**src/rtl/ps2_kb_rx.sv**
```systemverilog
// PS/2 keyboard receiver: frames scancodes, tracks shift/break/extended
// prefixes, translates make codes to ASCII and queues them in a small FIFO.
module ps2_kb_rx #(
  parameter int TIMEOUT_CYCLES = 200000,
  parameter int FIFO_DEPTH     = 8
) (
  input  logic       mclk,
  input  logic       reset,
  input  logic       ps2_clk,
  input  logic       ps2_in,
  input  logic       KB_read_en,
  input  logic       KB_clear,
  output logic       KB_status,
  output logic [6:0] KB_data,
  output logic       KB_overflow
);

  localparam int AW = (FIFO_DEPTH > 1) ? $clog2(FIFO_DEPTH) : 1;
  localparam int TW = $clog2(TIMEOUT_CYCLES + 1);

  typedef enum logic {IDLE, SHIFT} st_t;

  logic          ck_s1_q, ck_s2_q, ck_prev_q;
  logic          dt_s1_q, dt_s2_q;
  logic          fall;

  st_t           st_q, st_d;
  logic [3:0]    cnt_q, cnt_d;
  logic [7:0]    sr_q, sr_d;
  logic          par_q, par_d;
  logic [TW-1:0] to_q, to_d;
  logic          shf_q, shf_d;
  logic          brk_q, brk_d;
  logic          ext_q, ext_d;
  logic          wr_q, wr_d;
  logic [6:0]    ch_q, ch_d;

  logic [AW-1:0] rp_q, rp_d;
  logic [AW-1:0] wp_q, wp_d;
  logic [AW:0]   fc_q, fc_d;
  logic          ovf_q, ovf_d;
  logic [6:0]    mem [FIFO_DEPTH];

  logic          frame_ok;
  logic          is_shift_code;
  logic          hit;
  logic [6:0]    lc;
  logic [6:0]    ascii;
  logic          empty, full, pop, do_wr;

  always_ff @(posedge mclk or posedge reset) begin
    if (reset) begin
      ck_s1_q   <= 1'b1;
      ck_s2_q   <= 1'b1;
      ck_prev_q <= 1'b1;
      dt_s1_q   <= 1'b1;
      dt_s2_q   <= 1'b1;
    end else begin
      ck_s1_q   <= ps2_clk;
      ck_s2_q   <= ck_s1_q;
      ck_prev_q <= ck_s2_q;
      dt_s1_q   <= ps2_in;
      dt_s2_q   <= dt_s1_q;
    end
  end

  assign fall = ck_prev_q & ~ck_s2_q;

  // Odd parity over data+parity, stop bit is the bit sampled now
  assign frame_ok = (^{sr_q, par_q}) & dt_s2_q;
  assign is_shift_code = (sr_q == 8'h12) || (sr_q == 8'h59);

  always_comb begin
    hit = 1'b1;
    lc  = 7'h00;
    unique case (sr_q)
      8'h1C: lc = 7'h61;
      8'h32: lc = 7'h62;
      8'h21: lc = 7'h63;
      8'h23: lc = 7'h64;
      8'h24: lc = 7'h65;
      8'h2B: lc = 7'h66;
      8'h34: lc = 7'h67;
      8'h33: lc = 7'h68;
      8'h43: lc = 7'h69;
      8'h3B: lc = 7'h6A;
      8'h42: lc = 7'h6B;
      8'h4B: lc = 7'h6C;
      8'h3A: lc = 7'h6D;
      8'h31: lc = 7'h6E;
      8'h44: lc = 7'h6F;
      8'h4D: lc = 7'h70;
      8'h15: lc = 7'h71;
      8'h2D: lc = 7'h72;
      8'h1B: lc = 7'h73;
      8'h2C: lc = 7'h74;
      8'h3C: lc = 7'h75;
      8'h2A: lc = 7'h76;
      8'h1D: lc = 7'h77;
      8'h22: lc = 7'h78;
      8'h35: lc = 7'h79;
      8'h1A: lc = 7'h7A;
      8'h45: lc = 7'h30;
      8'h16: lc = 7'h31;
      8'h1E: lc = 7'h32;
      8'h26: lc = 7'h33;
      8'h25: lc = 7'h34;
      8'h2E: lc = 7'h35;
      8'h36: lc = 7'h36;
      8'h3D: lc = 7'h37;
      8'h3E: lc = 7'h38;
      8'h46: lc = 7'h39;
      8'h29: lc = 7'h20;
      8'h5A: lc = 7'h0D;
      8'h66: lc = 7'h08;
      default: hit = 1'b0;
    endcase
    // Only letters change case
    if (shf_q && lc >= 7'h61 && lc <= 7'h7A) begin
      ascii = lc - 7'h20;
    end else begin
      ascii = lc;
    end
  end

  always_comb begin
    st_d  = st_q;
    cnt_d = cnt_q;
    sr_d  = sr_q;
    par_d = par_q;
    to_d  = to_q;
    shf_d = shf_q;
    brk_d = brk_q;
    ext_d = ext_q;
    wr_d  = 1'b0;
    ch_d  = ch_q;
    unique case (st_q)
      IDLE: begin
        to_d = '0;
        if (fall && !dt_s2_q) begin
          st_d  = SHIFT;
          cnt_d = 4'd1;
        end
      end
      SHIFT: begin
        if (fall) begin
          to_d = '0;
          if (cnt_q <= 4'd8) begin
            sr_d  = {dt_s2_q, sr_q[7:1]};
            cnt_d = cnt_q + 4'd1;
          end else if (cnt_q == 4'd9) begin
            par_d = dt_s2_q;
            cnt_d = 4'd10;
          end else begin
            st_d  = IDLE;
            cnt_d = 4'd0;
            if (frame_ok) begin
              if (ext_q) begin
                ext_d = 1'b0;
                brk_d = 1'b0;
              end else if (sr_q == 8'hF0) begin
                brk_d = 1'b1;
              end else if (sr_q == 8'hE0) begin
                ext_d = 1'b1;
              end else if (brk_q) begin
                brk_d = 1'b0;
                if (is_shift_code) shf_d = 1'b0;
              end else if (is_shift_code) begin
                shf_d = 1'b1;
              end else if (hit) begin
                wr_d = 1'b1;
                ch_d = ascii;
              end
            end
          end
        end else if (to_q == TW'(TIMEOUT_CYCLES - 1)) begin
          st_d  = IDLE;
          cnt_d = 4'd0;
          to_d  = '0;
        end else begin
          to_d = to_q + TW'(1);
        end
      end
      default: st_d = IDLE;
    endcase
  end

  always_ff @(posedge mclk or posedge reset) begin
    if (reset) begin
      st_q  <= IDLE;
      cnt_q <= 4'd0;
      sr_q  <= 8'h00;
      par_q <= 1'b0;
      to_q  <= '0;
      shf_q <= 1'b0;
      brk_q <= 1'b0;
      ext_q <= 1'b0;
      wr_q  <= 1'b0;
      ch_q  <= 7'h00;
    end else begin
      st_q  <= st_d;
      cnt_q <= cnt_d;
      sr_q  <= sr_d;
      par_q <= par_d;
      to_q  <= to_d;
      shf_q <= shf_d;
      brk_q <= brk_d;
      ext_q <= ext_d;
      wr_q  <= wr_d;
      ch_q  <= ch_d;
    end
  end

  assign empty = (fc_q == '0);
  assign full  = (fc_q == (AW+1)'(FIFO_DEPTH));
  assign pop   = KB_read_en & ~empty;
  // A pop in the same cycle frees the slot for a write into a full FIFO
  assign do_wr = wr_q & (~full | pop);

  always_comb begin
    rp_d  = rp_q;
    wp_d  = wp_q;
    fc_d  = fc_q;
    ovf_d = ovf_q;
    if (KB_clear) begin
      rp_d  = '0;
      wp_d  = '0;
      fc_d  = '0;
      ovf_d = 1'b0;
    end else begin
      if (pop) rp_d = rp_q + AW'(1);
      if (do_wr) wp_d = wp_q + AW'(1);
      if (wr_q && !do_wr) ovf_d = 1'b1;
      if (do_wr && !pop) begin
        fc_d = fc_q + (AW+1)'(1);
      end else if (pop && !do_wr) begin
        fc_d = fc_q - (AW+1)'(1);
      end
    end
  end

  always_ff @(posedge mclk or posedge reset) begin
    if (reset) begin
      rp_q  <= '0;
      wp_q  <= '0;
      fc_q  <= '0;
      ovf_q <= 1'b0;
    end else begin
      rp_q  <= rp_d;
      wp_q  <= wp_d;
      fc_q  <= fc_d;
      ovf_q <= ovf_d;
    end
  end

  always_ff @(posedge mclk) begin
    if (do_wr && !KB_clear) mem[wp_q] <= ch_q;
  end

  assign KB_status   = ~empty;
  assign KB_data     = empty ? 7'h00 : mem[rp_q];
  assign KB_overflow = ovf_q;

endmodule

```
**config.mk**
```make
export PLATFORM = sky130hd
export DESIGN_NAME = ps2_kb_rx
export DESIGN_NICKNAME = d
export VERILOG_FILES = /design/src/rtl/ps2_kb_rx.sv
export SDC_FILE = /design/constraint.sdc
export NUM_CORES = 1
export LEC_CHECK = 0
export CORE_MARGIN = 1
export CORE_UTILIZATION = 51
export CTS_CLUSTER_DIAMETER = 50
export CTS_CLUSTER_SIZE = 30
export DETAILED_ROUTE_END_ITERATION = 7
export PLACE_DENSITY_LB_ADDON = 0.08
export SLEW_MARGIN = 20
export SYNTH_ARGS = -nofsm -noshare
export SYNTH_HDL_FRONTEND = slang
export SYNTH_SLANG_ARGS = --single-unit
```
**constraint.sdc**
```tcl
create_clock -name mclk -period 7.4 [get_ports mclk]
set_clock_uncertainty 0.1 [all_clocks]
set_input_delay 1.85 -clock mclk [delete_from_list [all_inputs] [get_ports mclk]]
set_output_delay 1.85 -clock mclk [all_outputs]
set_load 0.005 [all_outputs]
```
==> results.py <==
metrics = {
    "run_status": {
        "outcome": "finished clean",
    },
    "sta": {
        "hold-worst-slack_ps": 253,
        "hold_viol": 0,
        "setup_violations": 0,
        "final.min_clock_period_ps": 4600,
        "worst_pin_slew_ps": 964,
        "post-route-period-util": 0.621,
        "slew_headroom": 0.357,
        "fin_setup_tns_ps": 0,
        "final_max_slew_viol_count": 0,
        "rsz0062_at_grt": "no",
        "fmax_mhz": 218,
    },
    "synthesis": {
        "synth-edff-count": 56,
        "synth_top_area_share": 0.288,
        "synthTopCellsByCount": "60 x nor2_1, 56 x edfxtp_1, 54 x dfrtp_1",
        "synth_fa_ha_area_frac": 0.0227,
        "syn_nets": 507,
        "syn_area_sq_um": 5840,
        "synth-xor-area-share": 0.0495,
        "synth_flop_cell": "edfxtp_1",
        "synth_compound_area_frac": 0.0734,
        "synthMuxAreaShare": 0.110,
        "yosys.cell_types.count": 65,
        "ys_seq_elements": 115,
        "synth_area_leader_cell": "edfxtp_1",
        "synth_warnings": 0,
        "synth.area.top_cells": "edfxtp_1 29%, dfrtp_1 23%, mux4_2 5.4%",
        "synthCells": 491,
        "syn_avg_cell_area_sq_um": 11.9,
        "synth.yosys.seq_area_share": 0.541,
        "postSynth.asyncResetShare": 0.513,
        "yosysMostFrequentCell": "nor2_1",
        "synth_top_family_by_area": "simple AND/OR/NAND/NOR gates",
        "synth-simple-area-share": 0.173,
    },
    "die": {
        "fp.dieW_um": 109,
        "die_area_sq_um": 11900,
        "start_util": 0.532,
        "core_area_sq_um": 11000,
        "row_count": 38,
        "ios": 15,
        "fp.dieH_um": 109,
    },
    "clock_tree": {
        "cts-root-buf": "clkbuf_16",
        "cts_max_path_buffers": 2,
        "post_cts_resized": 0,
        "cts_num_sinks": 115,
        "cts_tree": "built",
        "clk_latency_ps": 400,
        "cts_buffers": 17,
        "path_clk_slew_ps": 50,
        "holdBufCountCts": 0,
        "postCtsSetupRepairBufs": 0,
        "htree_num_levels": 4,
    },
    "global_routing": {
        "grt.total_usage": 0.201,
        "grt_pass1_wl_um": 17900,
        "antenna_found_initial": 0,
        "overflow": 0,
        "grt_pass1_vias": 3630,
        "grt_max_degree": 39,
    },
    "worst_setup_path": {
        "crit_start": "rp_q[0]$_DFFE_PP0P_",
        "critPathKind": "reg -> out",
        "path_max_fanout": 16,
        "slowest_stage": "dfrtp_1",
        "startpoint_type": "flop",
        "crit_required_ps": 5450,
        "worstSetupEndpointType": "output pin",
        "reg2reg_slack_ps": 3790,
        "r2r-start": "sr_q[4]$_DFFE_PP0P_",
        "cp.arrival_ps": 2650,
        "worstPathCellList": "mux4_2, mux2i_1, nor2_1, clkdlybuf4s50_1",
        "slowest_delay_ps": 970,
    },
    "finish": {
        "regArea_sq_um": 3160,
        "syn2layout_area_growth_pct": 13.5,
        "multi_input_area_sq_um": 2500,
        "drive_gt1_frac": 0.160,
        "layout.nets": 517,
        "final.fill_count": 837,
        "antenna_cells": 0,
        "fin_area_sq_um": 6630,
        "utilization": 0.604,
    },
    "place": {
        "dp_hpwl_um": 7130,
        "gp_congestion": 0.847,
        "placed_cell_area_sq_um": 6070,
        "portBuffers": 14,
    },
    "power": {
        "p_leak_nw": 2.33,
        "finalPower_mw": 2.10,
        "vdd_drop_max_mv": 0.306,
        "p_per_area_nw_per_um2": 317,
    },
    "drt": {
        "drt_first_pass_iters": 4,
        "ant_nets": 0,
        "drc": 0,
        "drt_wl_total_um": 10800,
        "wl_per_cell_um": 16.5,
        "vias_per_cell": 5.76,
        "vias": 3770,
        "drt_first_iter_violations": 174,
    },
    "worst_hold_path": {
        "worstHoldStart": "ck_s1_q$_DFF_PP1_",
        "hold_path.class": "reg -> reg",
    },
    "job": {
        "drv_cap": 0,
    },
}
-- layout make-up --
type / count / area share
repair buffers: 17 / 0.0245
well taps: 140 / 0.0264
clock buffers: 21 / 0.0679
clock inverters: 11 / 0.0170
inverters: 17 / 0.00962
flip-flops and latches: 115 / 0.477
multi-input cells: 333 / 0.378
-- worst paths after layout --
kind,endpoint,cells after the start
min in group asynchronous,sr_q[5]$_DFFE_PP0P_,2
worst max register to register,ch_q[4]$_DFFE_PP0P_,7
worst max-delay path,KB_data[2],4
max in group asynchronous,ck_prev_q$_DFF_PP1_,3
worst min register to register,ck_s2_q$_DFF_PP1_,0
worst min-delay path,ck_s2_q$_DFF_PP1_,0
-- cells in the final DEF (no fill, tap or decap), drive strengths merged, types with 16 or more instances in the layout --
cell / synthesis / layout
nand3: 19 / 19
mux2i: 16 / 16
nand2: 25 / 25
xnor2: 20 / 20
inv: 17 / 17
a21oi: 17 / 17
edfxtp: 56 / 56
clkbuf: 12 / 21
nor2: 60 / 60
dfrtp: 54 / 54
-- state kept, by name, indices dropped and copies added, names as in the netlist, 3 cells and up --
name   count
ch_q       7
cnt_q      4
fc_q       4
mem       56
rp_q       3
sr_q       8
to_q      18
wp_q       3
-- per-stage QoR --
stage,cells,worst slack [ps]
after floorplan,491,3500
after global placement,622,3130
after detailed placement,622,3070
after CTS,654,2730
after global routing,654,2620
final,654,2800
-- layer usage --
layer / share of wire / routed length (um) / track usage / vias to the layer above
li1: - / - / - / 1825
met1: 0.45 / 4910 / 0.251 / 1865
met2: 0.50 / 5360 / 0.331 / 61
met3: 0.029 / 314 / 0.0460 / 19
met4: 0.019 / 210 / 0.0946 / 0
met5: 0 / 0 / 0 / -
-- worst max-delay path, delay by kind of cell (launching register included) --
family / cells / cell delay (ps)
flip-flops: 1 / 970
AND/OR/NAND/NOR: 1 / 60
buffers and inverters: 1 / 440
multiplexers: 2 / 770
-- cell families after synthesis --
logic type                 count (synthesis)
muxes                                     44
adders and majority gates                 10
AOI/OAI and AO/OA                         62
xor gates and xnor gates                  33
DFF                                      115
and+or+nand+nor                          184
buffers and inverters                     43
-- power by group --
| group | leakage, nW | internal (mW) | switching (mW) | total [mW] |
|---|---|---|---|---|
| Clock | 0.276 | 0.499 | 0.266 | 0.765 |
| Sequential | 1.17 | 0.706 | 0.144 | 0.850 |
| Combinational | 0.884 | 0.245 | 0.241 | 0.486 |
| Total | 2.33 | 1.45 | 0.651 | 2.10 |
No activity file was read; power rests on OpenSTA's default activity.
